$ cat config.mk
export PLATFORM = sky130hd
export DESIGN_NAME = keypad_encoder_flat
export DESIGN_NICKNAME = d
export VERILOG_FILES = /design/src/rtl/keypad_encoder_if.sv /design/src/rtl/keypad_encoder.sv /design/src/flat_wrapper.sv
export SDC_FILE = /design/constraint.sdc
export NUM_CORES = 1
export LEC_CHECK = 0
export CAP_MARGIN = 20
export CORE_MARGIN = 2
export CORE_UTILIZATION = 55
export DETAILED_ROUTE_END_ITERATION = 16
export GPL_TIMING_DRIVEN = 0
export PLACE_DENSITY = 0.76
export SETUP_SLACK_MARGIN = 0.4
export SLEW_MARGIN = 20
export SYNTH_ARGS = -nofsm -noshare
export SYNTH_HDL_FRONTEND = slang
export SYNTH_SLANG_ARGS = --single-unit
$ cat constraint.sdc
create_clock -name Clk -period 2.9 [get_ports Clk]
set_input_delay 0.435 -clock Clk [delete_from_list [all_inputs] [get_ports Clk]]
set_output_delay 0.435 -clock Clk [all_outputs]
set_load 0.05 [all_outputs]
$ cat src/rtl/keypad_encoder_if.sv
// keypad_encoder_if: keypad-side bundle of the hex keypad encoder.
// master = keypad/consumer side, slave = encoder.
interface keypad_encoder_if;
  logic [3:0] Rows;
  logic [3:0] Cols;
  logic [3:0] KeyCode;
  logic       KeyValid;
  logic       KeyHeld;

  modport master (
    output Rows,
    input  Cols,
    input  KeyCode,
    input  KeyValid,
    input  KeyHeld
  );

  modport slave (
    input  Rows,
    output Cols,
    output KeyCode,
    output KeyValid,
    output KeyHeld
  );
endinterface

$ cat src/rtl/keypad_encoder.sv
// keypad_encoder: 4x4 hex keypad scanner, debouncer and encoder.
// Optional auto-repeat strobes when built with KEYPAD_REPEAT_EN.
module keypad_encoder #(
  parameter int unsigned SCAN_DIV       = 50000,
  parameter int unsigned DEBOUNCE_SCANS = 4
`ifdef KEYPAD_REPEAT_EN
  ,
  parameter int unsigned REPEAT_DELAY   = 250,
  parameter int unsigned REPEAT_RATE    = 50
`endif
) (
  input  logic Clk,
  input  logic Rst,
  keypad_encoder_if.slave kp
);

  typedef enum logic [1:0] {
    SCAN,
    DEBOUNCE,
    PRESSED
  } state_t;

  localparam int unsigned DIV_W = $clog2(SCAN_DIV);
  localparam int unsigned CNT_W = $clog2(DEBOUNCE_SCANS + 1);
  localparam logic [DIV_W-1:0] DIV_LAST = DIV_W'(SCAN_DIV - 1);
  localparam logic [CNT_W-1:0] DB_LAST  = CNT_W'(DEBOUNCE_SCANS - 1);
  localparam logic [CNT_W-1:0] CNT_ONE  = CNT_W'(1);

  logic [3:0]       r_sync1;
  logic [3:0]       r_sync2;
  logic [DIV_W-1:0] r_div;
  logic [1:0]       r_col;
  state_t           r_state;
  logic [CNT_W-1:0] r_cnt;
  logic [1:0]       r_row;
  logic [3:0]       r_code;
  logic             r_valid;
  logic             r_held;

  logic             w_tick;
  logic [3:0]       w_low;
  logic             w_single;
  logic [1:0]       w_idx;
  logic             w_all_high;
  logic             w_release;
  logic             w_rep_fire;

  // Row/column position to hex code.
  function automatic logic [3:0] f_map(
    input logic [1:0] row,
    input logic [1:0] col
  );
    logic [3:0] code;
    case ({row, col})
      4'b00_00: code = 4'h1;
      4'b00_01: code = 4'h2;
      4'b00_10: code = 4'h3;
      4'b00_11: code = 4'hA;
      4'b01_00: code = 4'h4;
      4'b01_01: code = 4'h5;
      4'b01_10: code = 4'h6;
      4'b01_11: code = 4'hB;
      4'b10_00: code = 4'h7;
      4'b10_01: code = 4'h8;
      4'b10_10: code = 4'h9;
      4'b10_11: code = 4'hC;
      4'b11_00: code = 4'hE;
      4'b11_01: code = 4'h0;
      4'b11_10: code = 4'hF;
      default:  code = 4'hD;
    endcase
    return code;
  endfunction

  assign w_tick     = (r_div == DIV_LAST);
  assign w_low      = ~r_sync2;
  assign w_single   = (w_low != 4'd0) &&
                      ((w_low & (w_low - 4'd1)) == 4'd0);
  assign w_all_high = &r_sync2;
  assign w_release  = w_all_high && (r_cnt == DB_LAST);

  // Index of the single low row (meaningful only with w_single).
  always_comb begin
    w_idx = 2'd0;
    case (w_low)
      4'b0010: w_idx = 2'd1;
      4'b0100: w_idx = 2'd2;
      4'b1000: w_idx = 2'd3;
      default: w_idx = 2'd0;
    endcase
  end

  // Bring the asynchronous row lines into the Clk domain.
  always_ff @(posedge Clk or negedge Rst) begin
    if (!Rst) begin
      r_sync1 <= 4'b1111;
      r_sync2 <= 4'b1111;
    end else begin
      r_sync1 <= kp.Rows;
      r_sync2 <= r_sync1;
    end
  end

  // Column slot divider; tick on the last cycle of each slot.
  always_ff @(posedge Clk or negedge Rst) begin
    if (!Rst) begin
      r_div <= '0;
    end else if (w_tick) begin
      r_div <= '0;
    end else begin
      r_div <= r_div + 1'b1;
    end
  end

`ifdef KEYPAD_REPEAT_EN
  localparam int unsigned REP_MAX =
    (REPEAT_DELAY > REPEAT_RATE) ? REPEAT_DELAY : REPEAT_RATE;
  localparam int unsigned REP_W = $clog2(REP_MAX + 1);
  localparam logic [REP_W-1:0] REP_DLY = REP_W'(REPEAT_DELAY);
  localparam logic [REP_W-1:0] REP_RT  = REP_W'(REPEAT_RATE);
  localparam logic [REP_W-1:0] REP_ONE = REP_W'(1);

  logic [REP_W-1:0] r_rep;

  assign w_rep_fire = (r_state == PRESSED) && w_tick &&
                      !w_release && (r_rep == REP_ONE);

  // Ticks remaining until the next repeat strobe while held.
  always_ff @(posedge Clk or negedge Rst) begin
    if (!Rst) begin
      r_rep <= '0;
    end else if (r_state != PRESSED) begin
      r_rep <= REP_DLY;
    end else if (w_tick && !w_release) begin
      r_rep <= (r_rep == REP_ONE) ? REP_RT : r_rep - 1'b1;
    end
  end
`else
  assign w_rep_fire = 1'b0;
`endif

  // Scan/debounce/hold state machine, stepped on ticks.
  always_ff @(posedge Clk or negedge Rst) begin
    if (!Rst) begin
      r_state <= SCAN;
      r_col   <= 2'd0;
      r_cnt   <= '0;
      r_row   <= 2'd0;
      r_code  <= 4'h0;
      r_valid <= 1'b0;
      r_held  <= 1'b0;
    end else begin
      r_valid <= w_rep_fire;
      if (w_tick) begin
        unique case (r_state)
          SCAN: begin
            if (w_single) begin
              r_row <= w_idx;
              if (DEBOUNCE_SCANS == 1) begin
                r_state <= PRESSED;
                r_code  <= f_map(w_idx, r_col);
                r_valid <= 1'b1;
                r_held  <= 1'b1;
                r_cnt   <= '0;
              end else begin
                r_state <= DEBOUNCE;
                r_cnt   <= CNT_ONE;
              end
            end else begin
              r_col <= r_col + 2'd1;
            end
          end
          DEBOUNCE: begin
            if (w_single && (w_idx == r_row)) begin
              if (r_cnt == DB_LAST) begin
                r_state <= PRESSED;
                r_code  <= f_map(r_row, r_col);
                r_valid <= 1'b1;
                r_held  <= 1'b1;
                r_cnt   <= '0;
              end else begin
                r_cnt <= r_cnt + 1'b1;
              end
            end else begin
              r_state <= SCAN;
              r_cnt   <= '0;
            end
          end
          PRESSED: begin
            if (w_all_high) begin
              if (r_cnt == DB_LAST) begin
                r_state <= SCAN;
                r_held  <= 1'b0;
                r_cnt   <= '0;
              end else begin
                r_cnt <= r_cnt + 1'b1;
              end
            end else begin
              r_cnt <= '0;
            end
          end
          default: begin
            r_state <= SCAN;
            r_cnt   <= '0;
          end
        endcase
      end
    end
  end

  assign kp.Cols     = ~(4'b0001 << r_col);
  assign kp.KeyCode  = r_code;
  assign kp.KeyValid = r_valid;
  assign kp.KeyHeld  = r_held;

endmodule
$ cat src/flat_wrapper.sv
// flat-port wrapper written by rule: the top's interface ports become plain ports
module keypad_encoder_flat 
#(
  parameter int unsigned SCAN_DIV       = 50000,
  parameter int unsigned DEBOUNCE_SCANS = 4

)
  (Clk, Rst, kp_Rows, kp_Cols, kp_KeyCode, kp_KeyValid, kp_KeyHeld);
  keypad_encoder_if kp_i ();
  input  logic Clk;
  input  logic Rst;
  input wire logic [$bits(kp_i.Rows)-1:0] kp_Rows;
  output wire logic [$bits(kp_i.Cols)-1:0] kp_Cols;
  output wire logic [$bits(kp_i.KeyCode)-1:0] kp_KeyCode;
  output wire logic [$bits(kp_i.KeyValid)-1:0] kp_KeyValid;
  output wire logic [$bits(kp_i.KeyHeld)-1:0] kp_KeyHeld;
  assign kp_i.Rows = kp_Rows;
  assign kp_Cols = kp_i.Cols;
  assign kp_KeyCode = kp_i.KeyCode;
  assign kp_KeyValid = kp_i.KeyValid;
  assign kp_KeyHeld = kp_i.KeyHeld;
  keypad_encoder #(.SCAN_DIV(SCAN_DIV), .DEBOUNCE_SCANS(DEBOUNCE_SCANS)) u_core (.Clk(Clk), .Rst(Rst), .kp(kp_i));
endmodule
; ---- After elaboration in Yosys (flattened, before gate mapping)
; Memories as Yosys holds them, arrays and structs flattened. A register that Yosys moved wholly into a read port is not among the register bits.
; Cells that the tools add are included.
[op_classes]
add_sub_neg = 4
eq_ne = 14
shift = 1
n_mux = 22
bitwise = 4
n_reduce_logical = 14
[ops]
columns = op, n
row1 = "16-bit by 1-bit adder with 16-bit output, second input constant", 1
row2 = "16-bit equality test, second input constant", 1
row3 = 16-bit two-way mux, 1
row4 = 3-bit two-way mux, 4
row5 = 2-bit case mux with 3 select lines, 2
row6 = 2-bit two-way mux, 5
row7 = "2-bit by 1-bit != test with 1-bit output, second input constant", 5
row8 = 3-bit case mux with 3 select lines, 1
row9 = 1-bit two-way mux, 8
row10 = 4-bit inverter, 2
row11 = 4-bit AND reduction, 2
row12 = 3-bit AND reduction, 2
row13 = 6-bit AND reduction, 1
row14 = 5-bit AND reduction, 1
row15 = 4-bit bitwise AND, 1
row16 = "4-bit by 2-bit equality test with 1-bit output, second input constant", 1
row17 = "4-bit by 3-bit equality test with 1-bit output, second input constant", 1
row18 = "4-bit equality test, second input constant", 1
row19 = 4-bit zero test, 1
row20 = 4-bit nonzero test, 1
row21 = "1-bit by 2-bit << shifter with 4-bit output, first input constant", 1
row22 = "4-bit by 1-bit subtractor with 4-bit output, second input constant", 1
row23 = "3-bit by 1-bit adder with 3-bit output, second input constant", 1
row24 = "3-bit by 2-bit equality test with 1-bit output, second input constant", 1
row25 = 12 further kinds, 13
[word_totals]
register_bits = 35
rom_bits = 64
in_bits = 6
wordCells = 69
mem_count = 1
[mem_list]
columns = memory, depth, word_bits, read_ports, rd_ports_with_merged_regs, wr, line_no
row1 = (name not given), 16, 4, 1, 1, 0, keypad_encoder.sv:54  ; case ({row, col})

; ---- Logic depth before layout (Yosys ltp)
; Gate-level depths: netlist of run 1.
[logic_depth]
ltp_word = 9
ltp_mapped = 6

; ---- Least setup slack after synthesis of run 1
; Ideal clock, no wire load.
[synth_timing]
kind = reg2reg
start = register u_core.r_sync2[3]
end = register u_core.r_held (netlist: u_core.kp.KeyHeld)
setup_ns = 0.125
arrival_ns = 2.038
required_time_ns = 2.775
path_slack_ns = 0.737
path_stages_with_launch = 7
n_path_buf = 1
synth_period_minus_slack_ns = 2.163
cell_sequence = dfstp_2 clkbuf_1 or3b_2 a21oi_1 nor2_1 a211oi_1 mux2_2
[synth_between]
elab_chain_cells = 8
[synth_lines]
columns = item, line_no
row1 = "start, declared", keypad_encoder.sv:30  ; logic [3:0] r_sync2;
row2 = "start signal, assigned", keypad_encoder.sv:100  ; r_sync2 <= r_sync1;
row3 = 4-bit inverter, keypad_encoder.sv:76  ; assign w_low = ~r_sync2;
row4 = 4-bit by 1-bit subtractor with 4-bit output, keypad_encoder.sv:78  ; ((w_low & (w_low - 4'd1)) == 4'd0);
row5 = 4-bit bitwise AND, keypad_encoder.sv:78
row6 = 4-bit zero test, keypad_encoder.sv:78
row7 = 1-bit logical AND, keypad_encoder.sv:77  ; assign w_single = (w_low != 4'd0) &&
row8 = 1-bit logical AND, keypad_encoder.sv:174  ; if (w_single && (w_idx == r_row)) begin
row9 = 2-bit by 1-bit != test with 1-bit output (no source line), -
row10 = 6-bit AND reduction (no source line) (*), -
row11 = "end signal, assigned", keypad_encoder.sv:163  ; r_held <= 1'b1;
row12 = "end signal, assigned", keypad_encoder.sv:179  ; r_held <= 1'b1;
row13 = "end signal, assigned", keypad_encoder.sv:193  ; r_held <= 1'b0;
row14 = "end, declared", keypad_encoder.sv:38  ; logic r_held;
; Every way passes the cells marked *; elsewhere a longest branch is shown, timed or not.
; A chain may end at the register's enable or synchronous reset.

; ---- Worst setup path in the final report of run 1
[layout_timing]
start = register u_core.r_col[1]
end = output kp_Cols[1]
[layout_between]
elab_chain_cells = 2
[layout_lines]
columns = item, line_no
row1 = "start, declared", keypad_encoder.sv:32  ; logic [1:0] r_col;
row2 = "start signal, assigned", keypad_encoder.sv:170  ; r_col <= r_col + 2'd1;
row3 = 1-bit by 2-bit << shifter with 4-bit output, keypad_encoder.sv:211  ; assign kp.Cols = ~(4'b0001 << r_col);
row4 = 4-bit inverter, keypad_encoder.sv:211
row5 = "end, declared", flat_wrapper.sv:13  ; output wire logic [$bits(kp_i.Cols)-1:0] kp_Cols;
; Every way passes these cells.

==> results.py, run 1 <==
metrics = {
    "synthesis": {
        "syn_avg_cell_area_sq_um": 10.5,
        "ys_top_cells_by_count": "31 x dfrtp_1, 17 x nand2_1, 16 x nor2_1",
        "synth_seq_cells": 39,
        "synth-edff-count": 0,
        "yosys_most_used_dff": "dfrtp_1",
        "yosysTopAreaCellShare": 0.381,
        "yosysWarnings": 0,
        "syn-cell-area_sq_mm": 0.00203,
        "ys_seq_area_frac": 0.485,
        "ys_types": 43,
        "netlist_instances": 193,
        "synth.area.top_cells": "dfrtp_1 38%, dfstp_2 10%, ha_1 7.4%",
        "async_reset_ff_frac": 1.00,
        "synth_top_cell_by_area": "dfrtp_1",
        "syn_nets": 211,
        "yosysMostFrequentCell": "dfrtp_1",
    },
    "global_route": {
        "grt_pass1_wl_microns": 6720,
        "antenna_found_initial": 0,
        "track_usage": 0.209,
        "grt_max_degree": 21,
        "grt_overflow_total": 0,
        "grt_pass1_vias": 1519,
    },
    "sta": {
        "hold_violations": 0,
        "rsz0062_at_grt": "true",
        "setup-violations-final": 0,
        "finalClockSkew_ns": 0.00667,
        "max_freq_mhz": 416,
        "maxSlewHeadroom": 0.593,
        "finalCritPeriodShare": 0.828,
        "setup_tns_ns": 0,
        "slew_violations": 0,
        "worst_slew_pin_slew_ns": 0.606,
        "post-route-min-period_ns": 2.40,
    },
    "critical_path": {
        "start_kind": "flip-flop",
        "cp_common_cell": "inv_1",
        "endpoint_kind": "output pin",
        "worstSetupPathType": "reg -> out",
        "crit_family": "buffers and inverters",
        "cp_cell_sequence": "inv_1, ha_1, inv_1, clkdlybuf4s50_1",
        "critical-path-max-stage-delay_ns": 0.79,
        "cp_max_fo": 6,
        "cp.required_ns": 2.47,
        "cp.arrival_ns": 1.97,
        "path_buf_inv": 3,
        "slowest_stage": "clkdlybuf4s50_1",
    },
    "route": {
        "drt-initial-drc-count": 60,
        "drt_pass1_iterations": 4,
        "post_drt_wl_per_cell_microns": 14.5,
        "postRouteAntennaNets": 0,
        "vias_per_cell": 5.65,
        "drt_wl_total_microns": 3840,
        "dr_total_vias": 1498,
        "drc": 0,
    },
    "pwr": {
        "power_mw": 0.936,
        "irDropWorstVdd_v": 0.000308,
        "leakage_nw": 1.05,
        "power.density_mw_per_mm2": 395,
    },
    "clock_network": {
        "cts_buffers": 5,
        "cts_hold_buf": 0,
        "cts_tree": "yes",
        "clk_pin_slew_ns": 0.07,
        "cts-htree-levels": 2,
        "cts_buffer_depth": 2,
        "clkSinkCount": 39,
        "clock_latency_ns": 0.29,
        "cts_root_buf": "clkbuf_8",
    },
    "place": {
        "post-dp-hpwl_microns": 2830,
        "numPortBuffers": 15,
        "place.gp.congestion": 0.952,
    },
    "die": {
        "coreArea_sq_mm": 0.00361,
        "die_h_microns": 64.8,
        "dieArea_sq_mm": 0.00420,
        "rows": 22,
        "ios": 16,
        "floorplan.initialDensity": 0.564,
        "die_w_microns": 64.8,
    },
    "run": {
        "cap_viol_max_count": 0,
    },
    "cells_and_area": {
        "fin_nets": 234,
        "fill_cells": 285,
        "layout-drive-gt1-share": 0.152,
        "diodes": 0,
        "syn2layout_area_growth_pct": 16.4,
        "multi_input_area_sq_mm": 0.00101,
        "final-seq-area_sq_um": 986,
    },
    "min_path": {
        "min_path_type": "in -> async",
    },
    "status": {
        "status": "finished clean",
    },
}
-- layout make-up --
class | instances | area share
inverters | 10 | 0.0158
clock buffers | 7 | 0.0322
multi-input cells | 140 | 0.427
repair buffers | 16 | 0.0750
flip-flops and latches | 39 | 0.416
well taps | 48 | 0.0254
clock inverters | 1 | 0.00211
plain buffers | 4 | 0.00634
-- metrics by stage --
stage | instances | worst slack (ns) | utilization | area (sq um) | hold WS, ns
3_5_place_dp | 257 | 0.537 | 0.629 | 2270 | 0.349
6_report | 265 | 0.499 | 0.657 | 2370 | 0.0994
4_1_cts | 265 | 0.438 | 0.651 | 2350 | 0.111
2_1_floorplan | 193 | 0.737 | - | 2030 | 0.139
3_3_place_gp | 256 | 0.565 | 0.622 | 2240 | 0.345
5_1_grt | 265 | 0.382 | 0.657 | 2370 | 0.128
-- power breakdown --
part / leakage [nW] / switching [mW] / internal (mW)
logic: 0.505 / 0.0213 / 0.0156
clock network: 0.0422 / 0.173 / 0.169
registers: 0.503 / 0.00381 / 0.554
total: 1.05 / 0.198 / 0.738
-- worst register-to-register path: cells and delay by family (launching register included) --
family           cells  cell delay (ns)
and+or+nand+nor      4             1.51
DFF                  1             0.45
muxes                1             0.29
-- per-layer routing --
layer / vias to the layer above / GRT usage / routed length (microns)
li1: 715 / - / -
met1: 741 / 0.234 / 1580
met2: 33 / 0.365 / 2040
met3: 9 / 0.0590 / 127
met4: 0 / 0.0984 / 89
met5: - / 0 / 0
-- flip-flops by register name (all words and copies together) (netlist names) --
signal,flops
u_core.r_div,16
u_core.kp.KeyCode,4
u_core.r_sync1,4
u_core.r_sync2,4
u_core.r_cnt,3
u_core.r_col,2
u_core.r_row,2
u_core.r_state,2
u_core.kp.KeyHeld,1
u_core.kp.KeyValid,1
-- final timing paths --
check                                                 start                     endpoint  slack (ns)  depth (start not counted)
worst max-delay path            u_core.r_col[1]$_DFFE_PN0P_                   kp_Cols[1]        0.50                          4
worst max register to register   u_core.r_div[11]$_DFF_PN0_  u_core.r_col[1]$_DFFE_PN0P_        0.54                          5
worst min register to register  u_core.r_sync1[2]$_DFF_PN1_  u_core.r_sync2[2]$_DFF_PN1_        0.36                          0
min in group Clk                u_core.r_sync1[2]$_DFF_PN1_  u_core.r_sync2[2]$_DFF_PN1_        0.36                          0
worst min-delay path                                    Rst   u_core.r_div[12]$_DFF_PN0_         0.1                          1
max in group asynchronous                               Rst  u_core.r_sync1[0]$_DFF_PN1_        2.26                          2
-- what timing repair did --
action                     CTS  global route
setup buffers                0             0
resized for setup            0             5
setup endpoints to repair    0             8
-- cell families (layout without fill, tap and decap cells) --
kind of cell	after synthesis	in the layout	share of synthesized area
buf+inv	14	38	0.0258
mux	6	6	0.0400
compound gates	31	31	0.0929
xor+xnor	17	17	0.0732
fa+ha+maj	12	12	0.0738
flops	39	39	0.485
simple gates	74	74	0.210
-- cells in the final DEF (no fill, tap or decap), types with 2 or more instances in the layout --
master           instances
nor3_1                   3
xnor2_1                  9
clkbuf_1                 6
nor2_1                  16
a211oi_1                 2
nor4_4                   2
or3b_2                   2
nor2b_1                  4
nor4_1                   2
mux2_2                   2
ha_1                    12
and3_1                   2
clkbuf_8                 5
nand3_1                  9
dlymetal6s2s_1           2
dfrtp_1                 31
a21oi_1                  8
dfstp_2                  8
inv_1                   10
or4_1                    3
nand2_1                 17
nand4b_1                 2
xor2_1                   8
nand3b_1                 2
clkdlybuf4s50_1         12
nand4_1                  3
o21ai_0                 10
(Power assumes the default switching activity.)
==> inputs of run 2 (changes only) <==
--- a/config.mk
+++ b/config.mk
@@ -7,10 +7,10 @@
 export LEC_CHECK = 0
 export CAP_MARGIN = 20
 export CORE_MARGIN = 2
-export CORE_UTILIZATION = 55
+export CORE_UTILIZATION = 52
 export DETAILED_ROUTE_END_ITERATION = 16
 export GPL_TIMING_DRIVEN = 0
-export PLACE_DENSITY = 0.76
+export PLACE_DENSITY = 0.75
 export SETUP_SLACK_MARGIN = 0.4
 export SLEW_MARGIN = 20
 export SYNTH_ARGS = -nofsm -noshare
==> constraint.sdc (replaced) <==
create_clock -name Clk -period 2.06 [get_ports Clk]
set_input_delay 0.309 -clock Clk [delete_from_list [all_inputs] [get_ports Clk]]
set_output_delay 0.309 -clock Clk [all_outputs]
set_load 0.05 [all_outputs]
==> run 2 against run 1 <==
  * The flow now finishes with violations (setup timing)
  * Via count increased by 8.1%
  * Sequential share of layout area decreased by 5.8 points
  * First-iteration DRC count increased by 50%
  * Die area increased by 5.4%
  * Non-clock buffer count increased by 21
  * Register-to-register slack got worse by 0.63 ns
  * Power increased by 47%
  * Global-route usage increased by 1.2 points
  * Worst hold slack improved by 0.26 ns
  * Largest cell class unchanged
==> results.py, run 2 (synthesis results as in run 1) <==
metrics = {
    "cells_and_area": {
        "fin_cells": 286,
        "syn2layout_area_growth_pct": 35.9,
        "layout_common_cells": "28 x dfrtp_1, 15 x nand2_1, 15 x buf_4",
        "multi_input_area_sq_mm": 0.00122,
        "diodes": 0,
        "fill_cells": 238,
        "largest_reg_flops": 16,
        "layout-drive-gt1-share": 0.378,
        "top_register": "u_core.r_div",
        "final-seq-area_sq_um": 990,
        "fin_nets": 255,
        "final_cell_area_sq_mm": 0.00276,
        "layout_commonest_cell": "dfrtp_1",
    },
    "status": {
        "violations": "setup timing",
        "status": "complete, but fails checks",
    },
    "pwr": {
        "comb_power_share": 0.050,
        "irDropWorstVdd_v": 0.000400,
        "clock_power_share": 0.380,
        "leakage_nw": 1.22,
        "switching_share": 0.216,
        "power.density_mw_per_mm2": 497,
        "power_switching_mw": 0.297,
        "seqPwrFrac": 0.570,
        "p_int_mw": 1.08,
    },
    "die": {
        "die_w_microns": 66.6,
        "dieArea_sq_mm": 0.00443,
        "die_h_microns": 66.6,
        "rows": 22,
        "floorplan.initialDensity": 0.547,
        "coreArea_sq_mm": 0.00372,
        "ios": 16,
    },
    "sta": {
        "hold_violations": 0,
        "rsz0062_at_grt": "true",
        "finalCritPeriodShare": 1.04,
        "slew_violations": 0,
        "setup-violations-final": 3,
        "post-route-min-period_ns": 2.15,
        "setup_ws_ns": -0.0898,
        "worst_slew_pin_slew_ns": 0.541,
        "maxSlewHeadroom": 0.638,
        "finalClockSkew_ns": 0.00982,
        "setup_tns_ns": -0.226,
        "whs_ns": 0.359,
        "max_freq_mhz": 465,
    },
    "place": {
        "place_ws_ns": -0.238,
        "dp.cells": 257,
        "placed_area_sq_mm": 0.00229,
        "place.gp.congestion": 0.871,
        "post-dp-hpwl_microns": 2810,
        "numPortBuffers": 15,
    },
    "clock_network": {
        "clk_pin_slew_ns": 0.08,
        "cts_buffers": 5,
        "cts_buffer_depth": 2,
        "clkSinkCount": 39,
        "cts-htree-levels": 2,
        "cts_root_buf": "clkbuf_8",
        "clock_latency_ns": 0.29,
        "cts_tree": "yes",
    },
    "global_route": {
        "grt_pass1_vias": 1574,
        "grt_pass1_wl_microns": 7290,
        "grt_overflow_total": 0,
        "grt_max_degree": 22,
        "antenna_found_initial": 0,
        "track_usage": 0.221,
    },
    "route": {
        "drt-initial-drc-count": 90,
        "drt_wl_total_microns": 4560,
        "vias_per_cell": 5.66,
        "dr_total_vias": 1619,
        "postRouteAntennaNets": 0,
        "post_drt_wl_per_cell_microns": 16.0,
        "drc": 0,
        "drt_pass1_iterations": 5,
    },
    "critical_path": {
        "endpoint_kind": "flip-flop",
        "r2r_end": "u_core.r_state[0]$_DFFE_PN0P_",
        "r2r_start": "u_core.r_div[4]$_DFF_PN0_",
        "reg2reg_slack_ns": -0.09,
        "cp.arrival_ns": 2.33,
        "cp_max_fo": 4,
        "cp.required_ns": 2.24,
        "critical_path.endpoint": "u_core.r_state[0]$_DFFE_PN0P_",
        "worstSetupPathType": "reg -> reg",
        "r2r_cells": 5,
        "start_kind": "flip-flop",
        "cp-startpoint": "u_core.r_div[4]$_DFF_PN0_",
    },
    "min_path": {
        "min_path_type": "reg -> reg",
    },
    "run": {
        "cap_viol_max_count": 0,
    },
}
[run 2: cell types whose count changed in the layout (fill, tap and decap cells not counted), moves of 4 or more]
cell | before | now
buf_6 | 0 | 8
clkdlybuf4s50_1 | 12 | 4
dlygate4sd2_1 | 0 | 6
o21ai_1 | 1 | 5
o21ai_0 | 10 | 3
buf_4 | 0 | 15
clkbuf_1 | 6 | 2
nor2_4 | 0 | 4
nor2_1 | 16 | 11
[run 2: worst min-delay path by stage]
| stage | from | end | slack [ns] | depth (start not counted) |
|---|---|---|---|---|
| 3_5_place_dp | Rst | u_core.kp.KeyCode[1]$_DFFE_PN0P_ | 0.29 | 1 |
| 5_1_grt | u_core.r_sync1[2]$_DFF_PN1_ | u_core.r_sync2[2]$_DFF_PN1_ | 0.36 | 0 |
| 3_3_place_gp | u_core.r_sync1[3]$_DFF_PN1_ | u_core.r_sync2[3]$_DFF_PN1_ | 0.35 | 0 |
| 4_1_cts | u_core.r_sync1[1]$_DFF_PN1_ | u_core.r_sync2[1]$_DFF_PN1_ | 0.36 | 0 |
| 6_report | u_core.r_sync1[2]$_DFF_PN1_ | u_core.r_sync2[2]$_DFF_PN1_ | 0.36 | 0 |
| 2_1_floorplan | Rst | u_core.kp.KeyCode[0]$_DFFE_PN0P_ | 0.01 | 0 |
[run 2: timing repair]
item / 4_1_cts / 5_1_grt
pin swaps: 15 / 16
hold endpoints to repair: 10 / 0
resized for setup: 50 / 39
buffers inserted: 11 / 9
cloned: 0 / 0
hold buffers: 1 / 0
setup endpoints to repair: 36 / 30
[run 2: metal layers]
metal,track usage,wire length [microns],vias to the layer above
met1,0.299,1950,814
met3,0.0473,158,9
met5,0,0,-
met2,0.351,2380,39
li1,-,-,757
met4,0.0765,79,0
[run 2: final cells by class]
type                       count  share of cell area
inverter                      10              0.0136
timing repair buffer          37               0.123
tap                           48              0.0217
buffer                         4             0.00905
clock inverter                 1             0.00136
clock buffer                   7              0.0312
sequential                    39               0.358
multi-input combinational    140               0.442
[run 2: power groups by stage]
stage	combinational, mW	sequential (mW)	clock (mW)
final	0.0683	0.784	0.522
after global routing	0.0756	0.784	0.567
after CTS	0.0634	0.784	0.531
after detailed placement	0.0538	0.799	0
after global placement	0.0456	0.798	0
after floorplan	0.0194	0.798	0
[run 2: through the flow]
stage | util | total power, mW
3_3_place_gp | 0.611 | 0.844
4_1_cts | 0.681 | 1.38
6_report | 0.744 | 1.37
5_1_grt | 0.744 | 1.43
2_1_floorplan | - | 0.817
3_5_place_dp | 0.617 | 0.853
[run 2: critical path: stages (launching register included)]
cell     delay (ns)
dfrtp_1        0.41
or4_4          0.55
nor4_4         0.40
o211a_1        0.28
o21ai_2        0.08
mux2_4         0.32
==> inputs of run 3 (changes only) <==
--- a/config.mk
+++ b/config.mk
@@ -7,10 +7,11 @@
 export LEC_CHECK = 0
 export CAP_MARGIN = 20
 export CORE_MARGIN = 2
-export CORE_UTILIZATION = 52
+export CORE_UTILIZATION = 54
+export CTS_BUF_LIST = sky130_fd_sc_hd__clkbuf_4
 export DETAILED_ROUTE_END_ITERATION = 16
 export GPL_TIMING_DRIVEN = 0
-export PLACE_DENSITY = 0.75
+export PLACE_DENSITY = 0.78
 export SETUP_SLACK_MARGIN = 0.4
 export SLEW_MARGIN = 20
 export SYNTH_ARGS = -nofsm -noshare
==> run 3 against run 2 <==
  * Combinational power is 8.2% lower
  * Design area is 2.8% lower
  * Utilization is 0.44 points lower
  * The flow still finishes with violations (setup timing)
  * Critical endpoint is now u_core.r_col[1]$_DFFE_PN0P_
  * Largest power group unchanged
  * Via count decreased by 2.2%
  * Maximum frequency is 0.23% lower
  * Flip-flop and latch count stayed put
  * Cell count up 1.0%
  * Clock skew up 0.0056 ns
  * Global-route usage is 0.30 points lower
  * Clock-buffer cell count is 1 lower
  * Clock power is 27% lower
  * First-iteration DRC count unchanged
==> results.py, run 3 (synthesis results as in run 1) <==
metrics = {
    "pwr": {
        "clock_power_share": 0.311,
        "power_mw": 1.23,
        "comb_power_share": 0.051,
        "power_switching_mw": 0.279,
        "power.density_mw_per_mm2": 457,
        "switching_share": 0.227,
        "irDropWorstVdd_v": 0.000394,
        "p_int_mw": 0.949,
        "seqPwrFrac": 0.638,
        "leakage_nw": 1.20,
    },
    "sta": {
        "finalClockSkew_ns": 0.0154,
        "setup_ws_ns": -0.0946,
        "max_freq_mhz": 464,
        "finalCritPeriodShare": 1.05,
        "slew_violations": 0,
        "worst_slew_pin_slew_ns": 0.510,
        "hold_violations": 0,
        "maxSlewHeadroom": 0.660,
        "whs_ns": 0.359,
        "rsz0062_at_grt": "true",
        "setup-violations-final": 8,
        "post-route-min-period_ns": 2.15,
    },
    "route": {
        "dr_total_vias": 1584,
        "drt-initial-drc-count": 90,
        "vias_per_cell": 5.48,
        "drt_pass1_iterations": 4,
        "post_drt_wl_per_cell_microns": 14.5,
        "postRouteAntennaNets": 0,
        "drc": 0,
        "drt_wl_total_microns": 4200,
    },
    "cells_and_area": {
        "fin_nets": 258,
        "final_util": 0.739,
        "fill_cells": 267,
        "diodes": 0,
        "largest_reg_flops": 16,
        "layout_commonest_cell": "dfrtp_1",
        "layout-drive-gt1-share": 0.378,
        "layout_common_cells": "25 x dfrtp_1, 21 x buf_4, 16 x nor2_1",
        "fin_cells": 289,
        "top_register": "u_core.r_div",
        "syn2layout_area_growth_pct": 32.0,
    },
    "place": {
        "post-dp-hpwl_microns": 2830,
        "place.gp.congestion": 0.913,
        "dp.cells": 257,
        "place_ws_ns": -0.243,
        "numPortBuffers": 15,
    },
    "global_route": {
        "antenna_found_initial": 0,
        "grt_pass1_vias": 1595,
        "track_usage": 0.218,
        "grt_pass1_wl_microns": 7050,
        "grt_max_degree": 22,
        "grt_overflow_total": 0,
    },
    "die": {
        "die_w_microns": 65.4,
        "dieArea_sq_mm": 0.00427,
        "floorplan.initialDensity": 0.560,
        "ios": 16,
        "coreArea_sq_mm": 0.00363,
        "rows": 22,
        "die_h_microns": 65.4,
    },
    "critical_path": {
        "cp.required_ns": 2.29,
        "r2r_start": "u_core.r_div[12]$_DFF_PN0_",
        "cp_max_fo": 5,
        "start_kind": "flip-flop",
        "worstSetupPathType": "reg -> reg",
        "cp.arrival_ns": 2.39,
        "r2r_cells": 6,
        "r2r_end": "u_core.r_col[1]$_DFFE_PN0P_",
        "reg2reg_slack_ns": -0.09,
        "endpoint_kind": "flip-flop",
    },
    "min_path": {
        "hold_end": "u_core.r_sync2[1]$_DFF_PN1_",
        "min_path_type": "reg -> reg",
        "hold_path.startpoint": "u_core.r_sync1[1]$_DFF_PN1_",
        "holdPathStages": 0,
    },
    "clock_network": {
        "cts_root_buf": "clkbuf_4",
        "clk_pin_slew_ns": 0.11,
        "clock_latency_ns": 0.34,
        "cts_tree": "yes",
        "clkSinkCount": 39,
        "cts_buffer_depth": 2,
        "cts_buffers": 5,
        "cts-htree-levels": 2,
    },
    "status": {
        "violations": "setup timing",
        "status": "complete, but fails checks",
    },
    "run": {
        "cap_viol_max_count": 0,
    },
}
## run 3: critical path, stage by stage, from the launching register on
cell and delay (ns):
dfrtp_2 0.43, or4_4 0.55, nor4_4 0.28, buf_4 0.20, nand2_4 0.05, or2_4 0.26, mux2_4 0.29
## run 3: per-stage QoR
step,TNS [ns],area (sq um)
4_1_cts,-0.0735,2530
5_1_grt,-1.67,2690
3_3_place_gp,-5.21,2270
3_5_place_dp,-1.46,2290
6_report,-0.384,2690
2_1_floorplan,-0.0143,2060
## run 3: power groups by stage
stage | registers (mW) | clock network [mW] | logic, mW
floorplan | 0.798 | 0 | 0.0194
detailed placement | 0.799 | 0 | 0.0526
global placement | 0.798 | 0 | 0.0456
global route | 0.785 | 0.424 | 0.0690
CTS | 0.783 | 0.396 | 0.0618
finish | 0.783 | 0.382 | 0.0627
## run 3: how the worst max path moves through the flow
stage                               start                                to  slack, ns  cells after the start
6_report       u_core.r_div[12]$_DFF_PN0_       u_core.r_col[1]$_DFFE_PN0P_      -0.09                      6
5_1_grt         u_core.r_div[4]$_DFF_PN0_  u_core.kp.KeyCode[0]$_DFFE_PN0P_      -0.21                      7
4_1_cts        u_core.r_div[11]$_DFF_PN0_       u_core.r_col[1]$_DFFE_PN0P_      -0.04                      6
3_5_place_dp    u_core.r_div[0]$_DFF_PN0_     u_core.r_state[0]$_DFFE_PN0P_      -0.24                      6
3_3_place_gp    u_core.r_div[0]$_DFF_PN0_       u_core.r_col[1]$_DFFE_PN0P_      -0.19                      6
2_1_floorplan  u_core.r_div[12]$_DFF_PN0_       u_core.r_col[1]$_DFFE_PN0P_      -0.01                      5
## run 3: timing repair
item / in CTS / in global routing
hold buffers: 1 / 0
hold endpoints to repair: 10 / 0
resized for setup: 46 / 33
setup buffers: 13 / 10
setup endpoints to repair: 36 / 30
pin swaps: 11 / 6
## run 3: layout make-up
type	instances	area, sq um	area share
Multi-Input combinational cell	140	1150	0.427
Sequential cell	39	993	0.370
Timing Repair Buffer	40	373	0.139
Tap cell	48	60.1	0.0224
Clock buffer	6	45.0	0.0168
Inverter	10	37.5	0.0140
Buffer	4	21.3	0.00792
Clock inverter	2	8.76	0.00326
## run 3: metal layers
| layer | GRT usage | vias up | routed length (microns) |
|---|---|---|---|
| li1 | - | 767 | - |
| met1 | 0.244 | 768 | 1670 |
| met2 | 0.403 | 36 | 2260 |
| met3 | 0.0462 | 13 | 167 |
| met4 | 0.0807 | 0 | 110 |
| met5 | 0 | - | 0 |
